**config.mk**
```make
export PLATFORM = sky130hd
export DESIGN_NAME = spi_slave_fl
export DESIGN_NICKNAME = d
export VERILOG_FILES = /design/src/rtl/spi_slave_fl_pkg.sv /design/src/rtl/spi_slave_fl_sync_edge.sv /design/src/rtl/spi_slave_fl.sv
export SDC_FILE = /design/constraint.sdc
export NUM_CORES = 1
export LEC_CHECK = 0
export CORE_MARGIN = 5
export CORE_UTILIZATION = 57
export DETAILED_ROUTE_END_ITERATION = 6
export GPL_TIMING_DRIVEN = 0
export PLACE_DENSITY_LB_ADDON = 0.3
export SKIP_CTS_REPAIR_TIMING = 1
export SYNTH_ARGS = -nofsm -noshare
export SYNTH_HDL_FRONTEND = slang
export SYNTH_HIERARCHICAL = 1
export SYNTH_SLANG_ARGS = --single-unit
export TNS_END_PERCENT = 30
```
**constraint.sdc**
```tcl
create_clock -name clk_i -period 3.6 [get_ports clk_i]
set_clock_uncertainty 0.2 [all_clocks]
set_input_delay 0.36 -clock clk_i [delete_from_list [all_inputs] [get_ports clk_i]]
set_output_delay 0.36 -clock clk_i [all_outputs]
set_load 0.01 [all_outputs]
```
**src/rtl/spi_slave_fl_pkg.sv**
```systemverilog
// Shared definitions for the spi_slave_fl responder: byte width, FSM states
// and the CPHA-dependent sample/shift edge selection.
package spi_slave_fl_pkg;

    localparam int SPI_BYTE_W = 8;

    typedef enum logic {
        ST_IDLE   = 1'b0,
        ST_ACTIVE = 1'b1
    } spi_state_e;

    // CPHA=0 samples on the leading edge, CPHA=1 on the trailing edge.
    function automatic logic sample_edge(input logic cpha, input logic lead, input logic trail);
        return cpha ? trail : lead;
    endfunction

    function automatic logic shift_edge(input logic cpha, input logic lead, input logic trail);
        return cpha ? lead : trail;
    endfunction

endpackage

```
**src/rtl/spi_slave_fl_sync_edge.sv**
```systemverilog
// N-stage synchronizer for an asynchronous input plus one-clk rise/fall pulses
// derived from the last stage against its previous value.
module spi_slave_fl_sync_edge #(
    parameter int   STAGES  = 2,
    parameter logic RST_VAL = 1'b0
) (
    input  logic clk_i,
    input  logic rst_i,
    input  logic d_i,
    output logic q_o,
    output logic rise_o,
    output logic fall_o
);

    logic [STAGES-1:0] sync_q;
    logic              prev_q;

    always_ff @(posedge clk_i) begin
        if (rst_i) begin
            sync_q <= {STAGES{RST_VAL}};
            prev_q <= RST_VAL;
        end else begin
            sync_q <= {sync_q[STAGES-2:0], d_i};
            prev_q <= sync_q[STAGES-1];
        end
    end

    assign q_o    = sync_q[STAGES-1];
    assign rise_o = sync_q[STAGES-1] & ~prev_q;
    assign fall_o = ~sync_q[STAGES-1] & prev_q;

endmodule

```
**src/rtl/spi_slave_fl.sv**
```systemverilog
// SPI responder in the system clock domain: oversampled sclk/ss/mosi, MSB-first
// byte receive, tx shifter fed from a one-entry holding buffer.
module spi_slave_fl
    import spi_slave_fl_pkg::*;
#(
    parameter bit CPOL        = 1'b1,
    parameter bit CPHA        = 1'b1,
    parameter int SYNC_STAGES = 2
) (
    input  logic                  clk_i,
    input  logic                  rst_i,
    input  logic                  sclk_i,
    input  logic                  ss_i,
    input  logic                  mosi_i,
    output logic                  miso_o,
    output logic                  miso_oe_o,
    output logic [SPI_BYTE_W-1:0] rx_data_o,
    output logic                  rx_valid_o,
    output logic                  rx_first_o,
    input  logic [SPI_BYTE_W-1:0] tx_data_i,
    input  logic                  tx_valid_i,
    output logic                  tx_ready_o,
    output logic                  frame_start_o,
    output logic                  frame_end_o,
    output logic                  frame_abort_o,
    output logic                  tx_underrun_o,
    output spi_state_e            state_o
);

    // tx_data_i/tx_valid_i/tx_ready_o: a byte moves into the responder in every
    // clk where tx_valid_i & tx_ready_o; tx_data_i must be stable while tx_valid_i is high.

    logic sclk_s, sclk_rise, sclk_fall;
    logic ss_s, ss_rise, ss_fall;
    logic mosi_s, mosi_rise, mosi_fall;
    logic unused_mosi_edges;

    spi_slave_fl_sync_edge #(.STAGES(SYNC_STAGES), .RST_VAL(CPOL)) u_sync_sclk (
        .clk_i(clk_i), .rst_i(rst_i), .d_i(sclk_i),
        .q_o(sclk_s), .rise_o(sclk_rise), .fall_o(sclk_fall)
    );

    spi_slave_fl_sync_edge #(.STAGES(SYNC_STAGES), .RST_VAL(1'b1)) u_sync_ss (
        .clk_i(clk_i), .rst_i(rst_i), .d_i(ss_i),
        .q_o(ss_s), .rise_o(ss_rise), .fall_o(ss_fall)
    );

    spi_slave_fl_sync_edge #(.STAGES(SYNC_STAGES), .RST_VAL(1'b0)) u_sync_mosi (
        .clk_i(clk_i), .rst_i(rst_i), .d_i(mosi_i),
        .q_o(mosi_s), .rise_o(mosi_rise), .fall_o(mosi_fall)
    );

    assign unused_mosi_edges = mosi_rise ^ mosi_fall ^ sclk_s;

    logic lead_ev, trail_ev, sample_ev, shift_ev;
    assign lead_ev   = CPOL ? sclk_fall : sclk_rise;
    assign trail_ev  = CPOL ? sclk_rise : sclk_fall;
    assign sample_ev = sample_edge(CPHA, lead_ev, trail_ev);
    assign shift_ev  = shift_edge(CPHA, lead_ev, trail_ev);

    spi_state_e            state_q, state_d;
    logic [SPI_BYTE_W-1:0] rx_shift_q, rx_shift_d;
    logic [2:0]            bitcnt_q, bitcnt_d;
    logic                  first_q, first_d;
    logic [SPI_BYTE_W-1:0] rx_data_q, rx_data_d;
    logic                  rx_valid_q, rx_valid_d;
    logic                  rx_first_q, rx_first_d;
    logic [SPI_BYTE_W-1:0] tx_shift_q, tx_shift_d;
    logic [SPI_BYTE_W-1:0] hold_q, hold_d;
    logic                  hold_full_q, hold_full_d;
    logic                  frame_start_q, frame_start_d;
    logic                  frame_end_q, frame_end_d;
    logic                  frame_abort_q, frame_abort_d;
    logic                  tx_underrun_q, tx_underrun_d;
    logic                  load_c;
    logic                  accept_c;

    always_ff @(posedge clk_i) begin
        if (rst_i) begin
            state_q       <= ST_IDLE;
            rx_shift_q    <= '0;
            bitcnt_q      <= '0;
            first_q       <= 1'b0;
            rx_data_q     <= '0;
            rx_valid_q    <= 1'b0;
            rx_first_q    <= 1'b0;
            tx_shift_q    <= '1;
            hold_q        <= '0;
            hold_full_q   <= 1'b0;
            frame_start_q <= 1'b0;
            frame_end_q   <= 1'b0;
            frame_abort_q <= 1'b0;
            tx_underrun_q <= 1'b0;
        end else begin
            state_q       <= state_d;
            rx_shift_q    <= rx_shift_d;
            bitcnt_q      <= bitcnt_d;
            first_q       <= first_d;
            rx_data_q     <= rx_data_d;
            rx_valid_q    <= rx_valid_d;
            rx_first_q    <= rx_first_d;
            tx_shift_q    <= tx_shift_d;
            hold_q        <= hold_d;
            hold_full_q   <= hold_full_d;
            frame_start_q <= frame_start_d;
            frame_end_q   <= frame_end_d;
            frame_abort_q <= frame_abort_d;
            tx_underrun_q <= tx_underrun_d;
        end
    end

    always_comb begin
        state_d       = state_q;
        rx_shift_d    = rx_shift_q;
        bitcnt_d      = bitcnt_q;
        first_d       = first_q;
        rx_data_d     = rx_data_q;
        rx_valid_d    = 1'b0;
        rx_first_d    = 1'b0;
        tx_shift_d    = tx_shift_q;
        hold_d        = hold_q;
        hold_full_d   = hold_full_q;
        frame_start_d = 1'b0;
        frame_end_d   = 1'b0;
        frame_abort_d = 1'b0;
        tx_underrun_d = 1'b0;
        load_c        = 1'b0;
        accept_c      = tx_valid_i & ~hold_full_q;

        case (state_q)
            ST_IDLE: begin
                if (ss_fall) begin
                    state_d       = ST_ACTIVE;
                    frame_start_d = 1'b1;
                    first_d       = 1'b1;
                    bitcnt_d      = '0;
                    load_c        = ~CPHA;
                end
            end
            ST_ACTIVE: begin
                // ss rising wins over any sclk edge detected in the same clk.
                if (ss_rise) begin
                    state_d       = ST_IDLE;
                    frame_end_d   = 1'b1;
                    frame_abort_d = (bitcnt_q != 3'd0);
                    bitcnt_d      = '0;
                end else begin
                    if (sample_ev) begin
                        rx_shift_d = {rx_shift_q[SPI_BYTE_W-2:0], mosi_s};
                        bitcnt_d   = bitcnt_q + 3'd1;
                        if (bitcnt_q == 3'd7) begin
                            rx_data_d  = {rx_shift_q[SPI_BYTE_W-2:0], mosi_s};
                            rx_valid_d = 1'b1;
                            rx_first_d = first_q;
                            first_d    = 1'b0;
                        end
                    end
                    if (shift_ev) begin
                        if (bitcnt_q == 3'd0) begin
                            load_c = 1'b1;
                        end else begin
                            tx_shift_d = {tx_shift_q[SPI_BYTE_W-2:0], 1'b1};
                        end
                    end
                end
            end
            default: state_d = ST_IDLE;
        endcase

        // A byte offered in the load clk bypasses the empty buffer.
        if (load_c) begin
            if (hold_full_q) begin
                tx_shift_d  = hold_q;
                hold_full_d = 1'b0;
            end else if (accept_c) begin
                tx_shift_d = tx_data_i;
            end else begin
                tx_shift_d    = '1;
                tx_underrun_d = 1'b1;
            end
        end else if (accept_c) begin
            hold_d      = tx_data_i;
            hold_full_d = 1'b1;
        end
    end

    assign miso_o        = (state_q == ST_ACTIVE) ? tx_shift_q[SPI_BYTE_W-1] : 1'b1;
    assign miso_oe_o     = (state_q == ST_ACTIVE) & ~ss_s;
    assign rx_data_o     = rx_data_q;
    assign rx_valid_o    = rx_valid_q;
    assign rx_first_o    = rx_first_q;
    assign tx_ready_o    = ~hold_full_q;
    assign frame_start_o = frame_start_q;
    assign frame_end_o   = frame_end_q;
    assign frame_abort_o = frame_abort_q;
    assign tx_underrun_o = tx_underrun_q;
    assign state_o       = state_q;

endmodule

```
## After elaboration in Yosys (flattened, before gate mapping)

Cells that the tools add are included.

- $add $sub $neg: 1
- Equality and inequality tests: 8
- Muxes and demuxes: 27
- Bitwise operators: 16
- Reduce and logical (&&, ||, !) cells: 17

Operators with widths:

| cell | count |
|---|---|
| $mux W8 | 7 |
| $mux W1 | 13 |
| $reduce_and A4 Y1 | 3 |
| $not A1 Y1 | 10 |
| $mux W3 | 3 |
| $ne A2 B2 Y1 const B | 4 |
| $and A1 B1 Y1 | 6 |
| $pmux W1 S2 | 3 |
| $pmux W3 S2 | 1 |
| $reduce_or A2 Y1 | 3 |
| $reduce_or A3 Y1 | 2 |
| $reduce_or A5 Y1 | 1 |
| $ne A2 B1 Y1 const B | 2 |
| $reduce_and A2 Y1 | 2 |
| $reduce_bool A2 Y1 | 2 |
| $reduce_or A4 Y1 | 1 |
| $add A3 B1 Y3 const B | 1 |
| $eq A3 B3 Y1 const B | 1 |
| $logic_not A3 Y1 | 1 |
| $ne A3 B3 Y1 const B | 1 |
| $reduce_and A3 Y1 | 1 |
| $reduce_bool A3 Y1 | 1 |

- Register bits after elaboration: 51
- Word-level logic and storage cells: 88

## Longest topological paths before layout

Gate-level depths: netlist of run 1.

- Depth after elaboration: 7
- Mapped depth: 7
- Gate-level depth less buffers: 5

## Modules after synthesis

The synthesis of run 1 kept the hierarchy.

By module, submodules not included:

| module | instances | cells an instance | area an instance (um2) | seq. area each (um2) |
|---|---|---|---|---|
| spi_slave_fl | 1 | 218 | 1895.6 | 860.8 |
| spi_slave_fl_sync_edge at u_sync_sclk ... | 2 | 8 | 92.6 | 60.1 |
| spi_slave_fl_sync_edge at u_sync_mosi | 1 | 8 | 91.3 | 60.1 |

## Worst setup path before layout of run 1

OpenSTA, ideal clock, no wires.

- Kind: register to register
- From: register u_sync_ss.sync_q[1]
- To: register hold_q[0]
- Library setup time: 0.127 ns
- Arrival: 1.226 ns
- Data required time: 3.273 ns
- Path slack: 2.046 ns
- Cell stages (with the launch flop): 7
- Path buffers: 2
- Clock period less this slack: 1.554 ns
- Path through: dfxtp_1 nor2b_1 and3b_1 buf_6 buf_8 nand4_1 nand3_1

- Longest elaborated chain between the ends: 5

RTL lines:

| item | RTL line | RTL |
|---|---|---|
| start, declared | spi_slave_fl_sync_edge.sv:15 | `logic [STAGES-1:0] sync_q;` |
| start signal, assigned | spi_slave_fl_sync_edge.sv:20 | `sync_q <= {STAGES{RST_VAL}};` |
| start signal, assigned | spi_slave_fl_sync_edge.sv:23 | `sync_q <= {sync_q[STAGES-2:0], d_i};` |
| $and A1 B1 Y1 | spi_slave_fl_sync_edge.sv:29 | `assign rise_o = sync_q[STAGES-1] & ~prev_q;` |
| named net ss_rise | spi_slave_fl.sv:34 | `logic ss_s, ss_rise, ss_fall;` |
| $mux W1 | spi_slave_fl.sv:142 | `if (ss_rise) begin` |
| $pmux W1 S2 | spi_slave_fl.sv:130 | `case (state_q)` |
| $not A1 Y1 (no source line) | -- |  |
| $reduce_and A2 Y1 (no source line) | -- |  |
| end signal, assigned | spi_slave_fl.sv:103 | `hold_q <= hold_d;` |
| end, declared | spi_slave_fl.sv:69 | `logic [SPI_BYTE_W-1:0] hold_q, hold_d;` |

The timed path passes the listed nets, and every way through them passes these cells.
A chain may end at the register's enable or synchronous reset.

## Worst setup path in the final report of run 1

- From: register hold_full_q
- To: output port tx_ready_o

- Longest elaborated chain between the ends: 1

RTL lines:

| item | RTL line | RTL |
|---|---|---|
| start, declared | spi_slave_fl.sv:70 | `logic hold_full_q, hold_full_d;` |
| start signal, assigned | spi_slave_fl.sv:104 | `hold_full_q <= hold_full_d;` |
| $not A1 Y1 | spi_slave_fl.sv:192 | `assign tx_ready_o = ~hold_full_q;` |
| end, declared | spi_slave_fl.sv:22 | `output logic tx_ready_o,` |

No other way between the ends.

==> results.md, run 1 <==
* Iteration-0 DRC Markers at 151
* Die ar. at approximately 5100 sq um
* M1 GR Usage at around a quarter
* Gr ovfl total at 0
* Finished Core Util at 71.73%
* Finished Layout Cells at 324
* RR Startpoint: u_sync_ss/sync_q[1]$_SDFF_PP1_
* ANT cells at 0
* DRT antenna net count at 0
* Worst Hold Class: reg -> reg
* Outcome: finished clean
* Routing usage on met2 at 28.98%
* Mean Syn Cell Area at 8.963 sq um
* Setup tns final at 0 ns
* Initial Util at between 50 and 60%
* Die height at 71.18 um
* FP Rows at 22
* Total power at 1.037 mW
* Drt first pass iters at 4
* DR vias at ~1,900
* Hold path start: u_sync_ss/sync_q[0]$_SDFF_PP1_
* Power per Cell Area at 398.0 nW/um^2
* Dpl ws at roughly 1.4 ns
* FF-to-FF setup slack at 1.70 ns
* Area growth syn-to-layout at 22.17%
* Met3 Use GR at 3.409%
* CTS root buffer: clkbuf_8
* Share of cells above drive strength 1 at a little under a tenth
* I/O pin count at 32
* Final non-filler cell area at 2606 sq um
* WHS Path Cells at 1
* VDD IR max at 266.8 uV
* Largest net degree at the start of global routing at 15
* Critical path capture point type: primary output
* Clk slew on worst S/H paths at 0.08 ns
* Layer with the highest usage: met2
* Drt drc at 0
* Initial antenna violation count at 0
* First-pass GRT wire length at 7610 um
* Relative slew slack at 64.88%
* Hold endpoint: u_sync_ss/sync_q[1]$_SDFF_PP1_
* Cts bufs inserted at 5
* Synthesized area at roughly 2100 sq um
* Detailed Place HPWL at ~3300 um
* Vias in the first global route at 1,697
* DR WL/cell at between 10 and 15 um
* Max cap viols at 0
* CTS tree: built
* Endpoints failing hold at 0
* WP data arrival at between 1.5 and 2 ns
* CTS H-tree depth at 2
* RSZ-0062 raised after global routing: false
* Syn nets at 255
* Critical-path maximum fanout at 10
* Yosys Warn Count at 6
* R2R cell count at 6
* RePlAce Congestion at 0.8879
* Max-slew violation count at 0
* Static leakage at approximately 0.94 nW
* Crit Path Class: reg -> out
* Worst-margin pin slew at 0.5257 ns
* Longest Clk Path Bufs at 2
* PortBufs at 31
* Final WL at 4535 um
* Core Region at 3633 sq um
* Crit-path cells: buf_4 > clkinv_1 > clkdlybuf4s50_1
* # setup viols final at 0
* Setup crit start kind: flop
* Vias per cell at around 5.8
* Synthesized instance count at 238
* GRT Total Usage at 18.42%
* Final #Nets at approximately 290
* Placed cells at 317
* Fmax achieved at 453.3 MHz
* Chip width at around 71 um
* Placement Cell Area at 2504 sq um
* Clock latency on the worst-skew pair at 0.29 ns
* Slowest cell on crit path: clkdlybuf4s50_1
* Hold Slack at 0.2095 ns
* Min Clock Period, post-route at 2.206 ns
* CTS Sinks at around 50
* WP data required at 3.04 ns
* Part of the cycle the worst path needs at roughly 60%
* Final worst slack at ~1.4 ns
* CP max stage delay at ~0.56 ns
* Setup crit start: hold_full_q$_SDFFE_PP0N_
* FF-to-FF End: hold_q[2]$_SDFFE_PP0P_
## layout make-up
| type | count | area [sq um] |
|---|---|---|
| plain buffers | 18 | 113.9 |
| clock buffers | 6 | 72.57 |
| clock inverters | 1 | 30.03 |
| fillers | 299 | 1027 |
| inverters | 4 | 15.01 |
| multi-input cells | 165 | 983.4 |
| flip-flops and latches | 51 | 1021 |
| well taps | 48 | 60.06 |
| repair buffers | 31 | 310.3 |
## worst max path at each step
stage / to / cells after the start
after detailed placement: hold_q[2]$_SDFFE_PP0P_ / 6
after global routing: tx_ready_o / 3
after floorplan: hold_q[0]$_SDFFE_PP0P_ / 6
final: tx_ready_o / 3
after CTS: tx_ready_o / 3
after global placement: hold_q[6]$_SDFFE_PP0P_ / 6
## flip-flops by register name, summed over array words and instances (netlist names)
signal and flops:
frame_abort_o 1, u_sync_sclk/prev_q 1, frame_end_o 1, first_q 1
rx_data_o 8, tx_underrun_o 1, rx_valid_o 1, frame_start_o 1
u_sync_ss/sync_q 2, hold_full_q 1, rx_first_o 1, tx_shift_q 8
rx_shift_q 7, state_o 1, bitcnt_q 3, hold_q 8
u_sync_ss/prev_q 1, u_sync_sclk/sync_q 2, u_sync_mosi/sync_q 2
## cells in the final DEF, fill, tap and decap left out, drive strengths merged
cell type / instances
nor2b: 7
o2bb2ai: 1
a31oi: 7
a211oi: 2
inv: 2
a21oi: 17
and2b: 2
ha: 3
and4b: 1
and3b: 2
clkdlybuf4s50: 31
o22ai: 1
a32oi: 2
nand4: 8
or3b: 7
nand2b: 5
or2: 6
clkinv: 2
nand3: 16
nand3b: 2
nor3: 9
nor2: 8
nand2: 39
o2111ai: 8
a41oi: 1
o211ai: 7
clkbuf: 10
dfxtp: 51
nor3b: 1
o21ai: 1
bufinv: 1
nand4b: 1
buf: 14
and4: 1
## per-layer routing
layer	wire [um]	vias up	share of wire, %
met2	2093	63	46
met3	279	8	6.2
met5	0	-	0
met1	2103	868	46
met4	59	0	1.3
li1	-	925	-
## critical path: cells and delay by family, from the launching register on
kind / cells / cell delay [ns]
flip-flops: 1 / 0.38
buffers and inverters: 3 / 0.98
## report_power, final
part | total [mW] | switching (mW) | internal [mW] | leakage [nW]
Clock | 0.370 | 0.166 | 0.204 | 0.0513
Sequential | 0.584 | 0.00780 | 0.576 | 0.415
Combinational | 0.0837 | 0.0446 | 0.0391 | 0.472
Note: power is estimated with default switching activity, not from simulation.
==> run 2, diff against run 1 <==
--- a/config.mk
+++ b/config.mk
@@ -6,7 +6,7 @@
 export NUM_CORES = 1
 export LEC_CHECK = 0
 export CORE_MARGIN = 5
-export CORE_UTILIZATION = 57
+export CORE_UTILIZATION = 53
 export DETAILED_ROUTE_END_ITERATION = 6
 export GPL_TIMING_DRIVEN = 0
 export PLACE_DENSITY_LB_ADDON = 0.3
==> constraint.sdc (replaced) <==
create_clock -name clk_i -period 2.1 [get_ports clk_i]
set_clock_uncertainty 0.2 [all_clocks]
set_input_delay 0.21 -clock clk_i [delete_from_list [all_inputs] [get_ports clk_i]]
set_output_delay 0.21 -clock clk_i [all_outputs]
set_load 0.01 [all_outputs]
==> run 2 against run 1 <==
- critical path depth is the same
- register-to-register slack got worse by 1.4 ns
- clock power up 59%
- first-iteration DRC count is 7.9% lower
- hold slack barely moved
- count of clock-buffer cells in the layout is 1 higher
- die area rose by 6.5%
- sequential power increased by 71%
- critical path type unchanged
- combinational power grew 74%
- sequential share of layout area barely moved
==> results.md, run 2 (synthesis results as in run 1) <==
* Outcome: finished clean (unchanged)
* Clock latency on the worst-skew pair at 0.31 ns (was 0.29 ns)
* CTS root buffer: clkbuf_8 (unchanged)
* Worst Hold Class: reg -> reg (unchanged)
* Hold path start: u_sync_sclk/sync_q[0]$_SDFF_PP1_ (was u_sync_ss/sync_q[0]$_SDFF_PP1_)
* Setup tns final at 0 ns (unchanged)
* Min Clock Period, post-route at slightly below 2 ns
* Total power at 1.734 mW (was 1.037 mW)
* Final worst slack at 0.1145 ns (was 1.394 ns)
* CTS H-tree depth at 2 (unchanged)
* DR WL/cell at 14.29 um (was 14.00 um)
* Largest net degree at the start of global routing at 16 (was 15)
* Setup crit start kind: flop (unchanged)
* Fmax achieved at 503.7 MHz
* WHS Path Cells at 1 (unchanged)
* CTS Sinks at 51 (unchanged)
* Critical path capture point type: primary output (unchanged)
* Fillers at 344 (was 299)
* Drt drc at 0 (unchanged)
* Initial antenna violation count at 0 (unchanged)
* I/O pin count at 32 (unchanged)
* ANT cells at 0 (unchanged)
* First-pass GRT wire length at 7583 um (was 7610 um)
* Power per Cell Area at 665.7 nW/um^2 (was 398.0 nW/um^2)
* Die height at 73.45 um (was 71.18 um)
* # setup viols final at 0 (unchanged)
* CTS tree: built (unchanged)
* FF-to-FF End: hold_q[1]$_SDFFE_PP0P_ (was hold_q[2]$_SDFFE_PP0P_)
* Area growth syn-to-layout at 22.11% (was 22.17%)
* Multi-input gate area at 983.4 sq um (unchanged)
* Static leakage at 0.9339 nW (was 0.9377 nW)
* Critical-path maximum fanout at 10 (unchanged)
* Slowest cell on crit path: clkdlybuf4s50_1 (unchanged)
* Chip width at 73.45 um (was 71.18 um)
* VDD IR max at 378.7 uV (was 266.8 uV)
* Placement Cell Area at 2506 sq um (was 2504 sq um)
* R2R cell count at 6 (unchanged)
* Final #Nets at 293 (unchanged)
* RR Startpoint: u_sync_ss/sync_q[1]$_SDFF_PP1_ (unchanged)
* Most frequent cells in the layout: dfxtp_1, nand2_1, clkdlybuf4s50_1, a21oi_1, nand3_1 (unchanged)
* Relative slew slack at 65.25% (was 64.88%)
* Dpl ws at 0.02354 ns (was 1.350 ns)
* Part of the cycle the worst path needs at 94.55%
* Worst-margin pin slew at 0.5190 ns (was 0.5257 ns)
* Finished Layout Cells at 327 (was 324)
* Vias in the first global route at 1,620 (was 1,697)
* Die ar. at 5394 sq um (was 5066 sq um)
* Endpoints failing hold at 0 (unchanged)
* Longest Clk Path Bufs at 2 (unchanged)
* Share of cells above drive strength 1 at 9.747% (was 9.058%)
* Placed cells at 319 (was 317)
* Detailed Place HPWL at 3246 um (was 3270 um)
* GRT Total Usage at 18.25% (was 18.42%)
* Commonest non-fill, non-tap cell in the layout: dfxtp_1 (unchanged)
* RePlAce Congestion at 0.8711 (was 0.8879)
* DRT antenna net count at 0 (unchanged)
* Cts bufs inserted at 5 (unchanged)
* Vias per cell at 5.651 (was 5.753)
* Clk slew on worst S/H paths at 0.09 ns (was 0.08 ns)
* Hold Slack at 0.2095 ns (about the same)
* CP max stage delay at 0.54 ns (was 0.56 ns)
* Gr ovfl total at 0 (unchanged)
* Finished Core Util at 66.07% (was 71.73%)
* Final non-filler cell area at 2605 sq um (was 2606 sq um)
* Max-slew violation count at 0 (unchanged)
* Drt first pass iters at 4 (unchanged)
* Iteration-0 DRC Markers at 139 (was 151)
* FF-to-FF setup slack at 0.27 ns (was 1.70 ns)
* Hold endpoint: u_sync_sclk/sync_q[1]$_SDFF_PP1_ (was u_sync_ss/sync_q[1]$_SDFF_PP1_)
* Crit Path Class: reg -> out (unchanged)
* WP data required at 1.69 ns (was 3.04 ns)
* Register area at 1021 sq um (unchanged)
* RSZ-0062 raised after global routing: false (unchanged)
* PortBufs at 31 (unchanged)
* Final WL at 4673 um (was 4535 um)
* Initial Util at 54.11% (was 58.71%)
* DR vias at 1,848 (was 1,864)
* WP data arrival at 1.58 ns (was 1.65 ns)
* Max cap viols at 0 (unchanged)
* FP Rows at 23 (was 22)
* Crit-path cells: buf_4 > nor2b_1 > clkdlybuf4s50_1 (was buf_4 > clkinv_1 > clkdlybuf4s50_1)
* Core Region at 3943 sq um (was 3633 sq um)
==> run 2: worst max path at each step <==
stage / start / endpoint / slack, ns / depth (start not counted)
floorplan: u_sync_ss/sync_q[1]$_SDFF_PP1_ / hold_q[0]$_SDFFE_PP0P_ / 0.55 / 6
global placement: rst_i / hold_q[1]$_SDFFE_PP0P_ / 0.04 / 6
detailed placement: rst_i / hold_q[1]$_SDFFE_PP0P_ / 0.02 / 6
CTS: hold_full_q$_SDFFE_PP0N_ / tx_ready_o / 0.05 / 3
global route: hold_full_q$_SDFFE_PP0N_ / tx_ready_o / 0.02 / 3
finish: state_o$_SDFF_PP0_ / miso_oe_o / 0.11 / 3
==> run 2: metal layers <==
| metal | track usage, % | wire (um) | vias up |
|---|---|---|---|
| met1 | 25.17 | 2146 | 855 |
| met2 | 26.67 | 2095 | 61 |
| met5 | 0 | 0 | - |
| met3 | 5.472 | 343 | 10 |
| li1 | - | - | 922 |
| met4 | 7.042 | 88 | 0 |
==> run 2: worst max-delay path: cells and delay by family, from the launching register on <==
kind	cells	cell delay, ns
buffers and inverters	2	0.74
flip-flops	1	0.38
AND/OR/NAND/NOR	1	0.15
==> run 2: where the power goes <==
part	internal, mW	leakage [nW]	switching [mW]	total, mW
Combinational	0.0675	0.471	0.0781	0.146
Sequential	0.988	0.415	0.0131	1.00
Clock	0.270	0.0484	0.317	0.588
Total	1.33	0.934	0.409	1.73
==> run 2: cell type report <==
| type | count | share of cell area, % |
|---|---|---|
| flip-flops and latches | 51 | 39.19 |
| clock inverters | 1 | 0.3362 |
| well taps | 50 | 2.402 |
| inverters | 4 | 0.7205 |
| plain buffers | 18 | 4.371 |
| clock buffers | 7 | 3.314 |
| repair buffers | 31 | 11.91 |
| multi-input cells | 165 | 37.75 |
==> run 3, diff against run 2 <==
--- a/config.mk
+++ b/config.mk
@@ -5,8 +5,9 @@
 export SDC_FILE = /design/constraint.sdc
 export NUM_CORES = 1
 export LEC_CHECK = 0
+export CAP_MARGIN = 40
 export CORE_MARGIN = 5
-export CORE_UTILIZATION = 53
+export CORE_UTILIZATION = 35
 export DETAILED_ROUTE_END_ITERATION = 6
 export GPL_TIMING_DRIVEN = 0
 export PLACE_DENSITY_LB_ADDON = 0.3
==> run 3 against run 2 <==
- first-iteration DRC count grew 10%
- utilization shrank 21 points
- count of clock-buffer cells in the layout shrank 2
- sequential share of layout area shrank 0.47 points
- non-clock buffer count is the same
- critical path type unchanged
- largest power group unchanged
==> results.md, run 3 (synthesis results as in run 1) <==
* Metal-1 WL at 2245 um (was 2146 um)
* Chip width at 88.07 um (was 73.45 um)
* Die height at 88.07 um (was 73.45 um)
* End point of the critical path: miso_oe_o (unchanged)
* CTS H-tree depth at 2 (unchanged)
* Outcome: finished clean (unchanged)
* Critical-path maximum fanout at 10 (unchanged)
* Cts bufs inserted at 5 (unchanged)
* Comb pwr share at 8.3% (was 8.4%)
* Min Clock Period, post-route at 1.964 ns (was 1.985 ns)
* Initial antenna violation count at 0 (unchanged)
* DR WL/cell at 13.35 um (was 14.29 um)
* Endpoints failing hold at 0 (unchanged)
* Die ar. at 7756 sq um (was 5394 sq um)
* CTS Sinks at 51 (unchanged)
* Max cap viols at 0 (unchanged)
* Final #Nets at 293 (unchanged)
* Final WL at 4700 um (was 4673 um)
* Setup crit start: state_o$_SDFF_PP0_ (unchanged)
* ANT cells at 0 (unchanged)
* Relative slew slack at 65.91% (was 65.25%)
* Iteration-0 DRC Markers at 153 (was 139)
* RSZ-0062 raised after global routing: false (unchanged)
* Largest net degree at the start of global routing at 19 (was 16)
* Detailed Place HPWL at 3302 um (was 3246 um)
* Power per Cell Area at 661.8 nW/um^2 (was 665.7 nW/um^2)
* Area growth syn-to-layout at 23.75% (was 22.11%)
* Static leakage at 0.9362 nW (was 0.9339 nW)
* Placed cells at 344 (was 319)
* VDD IR max at 296.7 uV (was 378.7 uV)
* First-pass GRT wire length at 7941 um (was 7583 um)
* Worst Hold Class: reg -> reg (unchanged)
* Finished Layout Cells at 352 (was 327)
* CTS tree: built (unchanged)
* Net load switching power at 0.4442 mW (was 0.4086 mW)
* Critical path capture point type: primary output (unchanged)
* Drt first pass iters at 4 (unchanged)
* Total power at 1.747 mW (was 1.734 mW)
* R2R cell count at 6 (unchanged)
* Crit Path Class: reg -> out (unchanged)
* Drt drc at 0 (unchanged)
* Part of the cycle the worst path needs at 93.54% (was 94.55%)
* FF-to-FF setup slack at 0.31 ns (was 0.27 ns)
* RePlAce Congestion at 0.8145 (was 0.8711)
* Commonest non-fill, non-tap cell in the layout: dfxtp_1 (unchanged)
* FF-to-FF End: hold_q[0]$_SDFFE_PP0P_ (was hold_q[1]$_SDFFE_PP0P_)
* Finished Core Util at 44.59% (was 66.07%)
* CTS root buffer: clkbuf_8 (unchanged)
* Worst-margin pin slew at 0.5114 ns (was 0.5190 ns)
* GRT Total Usage at 12.96% (was 18.25%)
* WP data required at 1.69 ns (about the same)
* # setup viols final at 0 (unchanged)
* Core Region at 5921 sq um (was 3943 sq um)
* Reg power frac at 57.3% (was 57.7%)
* Clock latency on the worst-skew pair at 0.31 ns (about the same)
* Clk slew on worst S/H paths at 0.09 ns (about the same)
* Met2 routed WL at 2085 um (was 2095 um)
* RR Startpoint: u_sync_ss/sync_q[1]$_SDFF_PP1_ (unchanged)
* Vias in the first global route at 1,707 (was 1,620)
* Clock network power share at 34.4% (was 33.9%)
* Initial Util at 36.03% (was 54.11%)
* Final worst slack at 0.1357 ns (was 0.1145 ns)
* Vias per cell at 5.202 (was 5.651)
* Max-slew violation count at 0 (unchanged)
* Setup tns final at 0 ns (unchanged)
* DRT antenna net count at 0 (unchanged)
* Most frequent cells in the layout: dfxtp_1, nand2_1, clkdlybuf4s50_1, a21oi_1, nand3_1 (unchanged)
* Internal power at 1.303 mW (was 1.326 mW)
* Fmax achieved at 509.1 MHz (was 503.7 MHz)
* Setup crit start kind: flop (unchanged)
* DR top layer: met4 (unchanged)
* WP data arrival at 1.55 ns (was 1.58 ns)
* Dpl ws at -0.05939 ns (was 0.02354 ns)
* FP Rows at 28 (was 23)
* Met3 WL at 305 um (was 343 um)
* PortBufs at 31 (unchanged)
* Switching Share at 25.42% (was 23.56%)
* Longest Clk Path Bufs at 2 (unchanged)
* I/O pin count at 32 (unchanged)
* DR vias at 1,831 (was 1,848)
* Share of cells above drive strength 1 at 10.47% (was 9.747%)
* Gr ovfl total at 0 (unchanged)
[run 3: cell types whose count changed in the layout (fill, tap and decap cells not counted)]
cell      previous run  this run
dfxtp_2              0         1
clkinv_4             1         2
clkbuf_1             4         3
inv_8                0         1
clkbuf_8             6         5
dfxtp_1             51        50
[run 3: worst max-delay path: stages (launching register included)]
cell	delay, ns
dfxtp_2	0.37
buf_4	0.18
nor2b_1	0.16
clkdlybuf4s50_1	0.55
[run 3: metal layers]
layer | vias to the layer above | track usage (%)
met5 | - | 0
li1 | 923 | -
met3 | 5 | 2.916
met2 | 50 | 20.21
met1 | 853 | 17.69
met4 | 0 | 4.533
[run 3: per-stage QoR]
stage	cell area [sq um]	hold slack [ns]
after floorplan	2133	0.08161
after global placement	2537	0.1854
after detailed placement	2537	0.1905
after CTS	2635	0.2141
after global routing	2640	0.2429
final	2640	0.2108
[run 3: final cells by class]
type	instances	area (sq um)
fillers	576	3281
plain buffers	18	113.9
flip-flops and latches	51	1022
well taps	75	93.84
repair buffers	31	310.3
multi-input cells	165	983.4
clock inverters	3	28.78
inverters	4	18.77
clock buffers	5	68.82
[run 3: power by group through the flow]
stage / clock (mW) / sequential, mW / combinational (mW)
3_5_place_dp: 0 / 1.02 / 0.143
5_1_grt: 0.671 / 1.00 / 0.158
3_3_place_gp: 0 / 1.02 / 0.142
4_1_cts: 0.624 / 1.00 / 0.143
6_report: 0.602 / 1.00 / 0.145
2_1_floorplan: 0 / 1.02 / 0.0836
[run 3: worst min path at each step]
| stage | start | to | depth (start not counted) |
|---|---|---|---|
| finish | u_sync_ss/sync_q[0]$_SDFF_PP1_ | u_sync_ss/sync_q[1]$_SDFF_PP1_ | 1 |
| global route | u_sync_ss/sync_q[0]$_SDFF_PP1_ | u_sync_ss/sync_q[1]$_SDFF_PP1_ | 1 |
| CTS | u_sync_ss/sync_q[0]$_SDFF_PP1_ | u_sync_ss/sync_q[1]$_SDFF_PP1_ | 1 |
| detailed placement | u_sync_ss/sync_q[0]$_SDFF_PP1_ | u_sync_ss/sync_q[1]$_SDFF_PP1_ | 1 |
| global placement | u_sync_sclk/sync_q[0]$_SDFF_PP1_ | u_sync_sclk/sync_q[1]$_SDFF_PP1_ | 1 |
| floorplan | rst_i | u_sync_mosi/sync_q[0]$_SDFF_PP0_ | 1 |
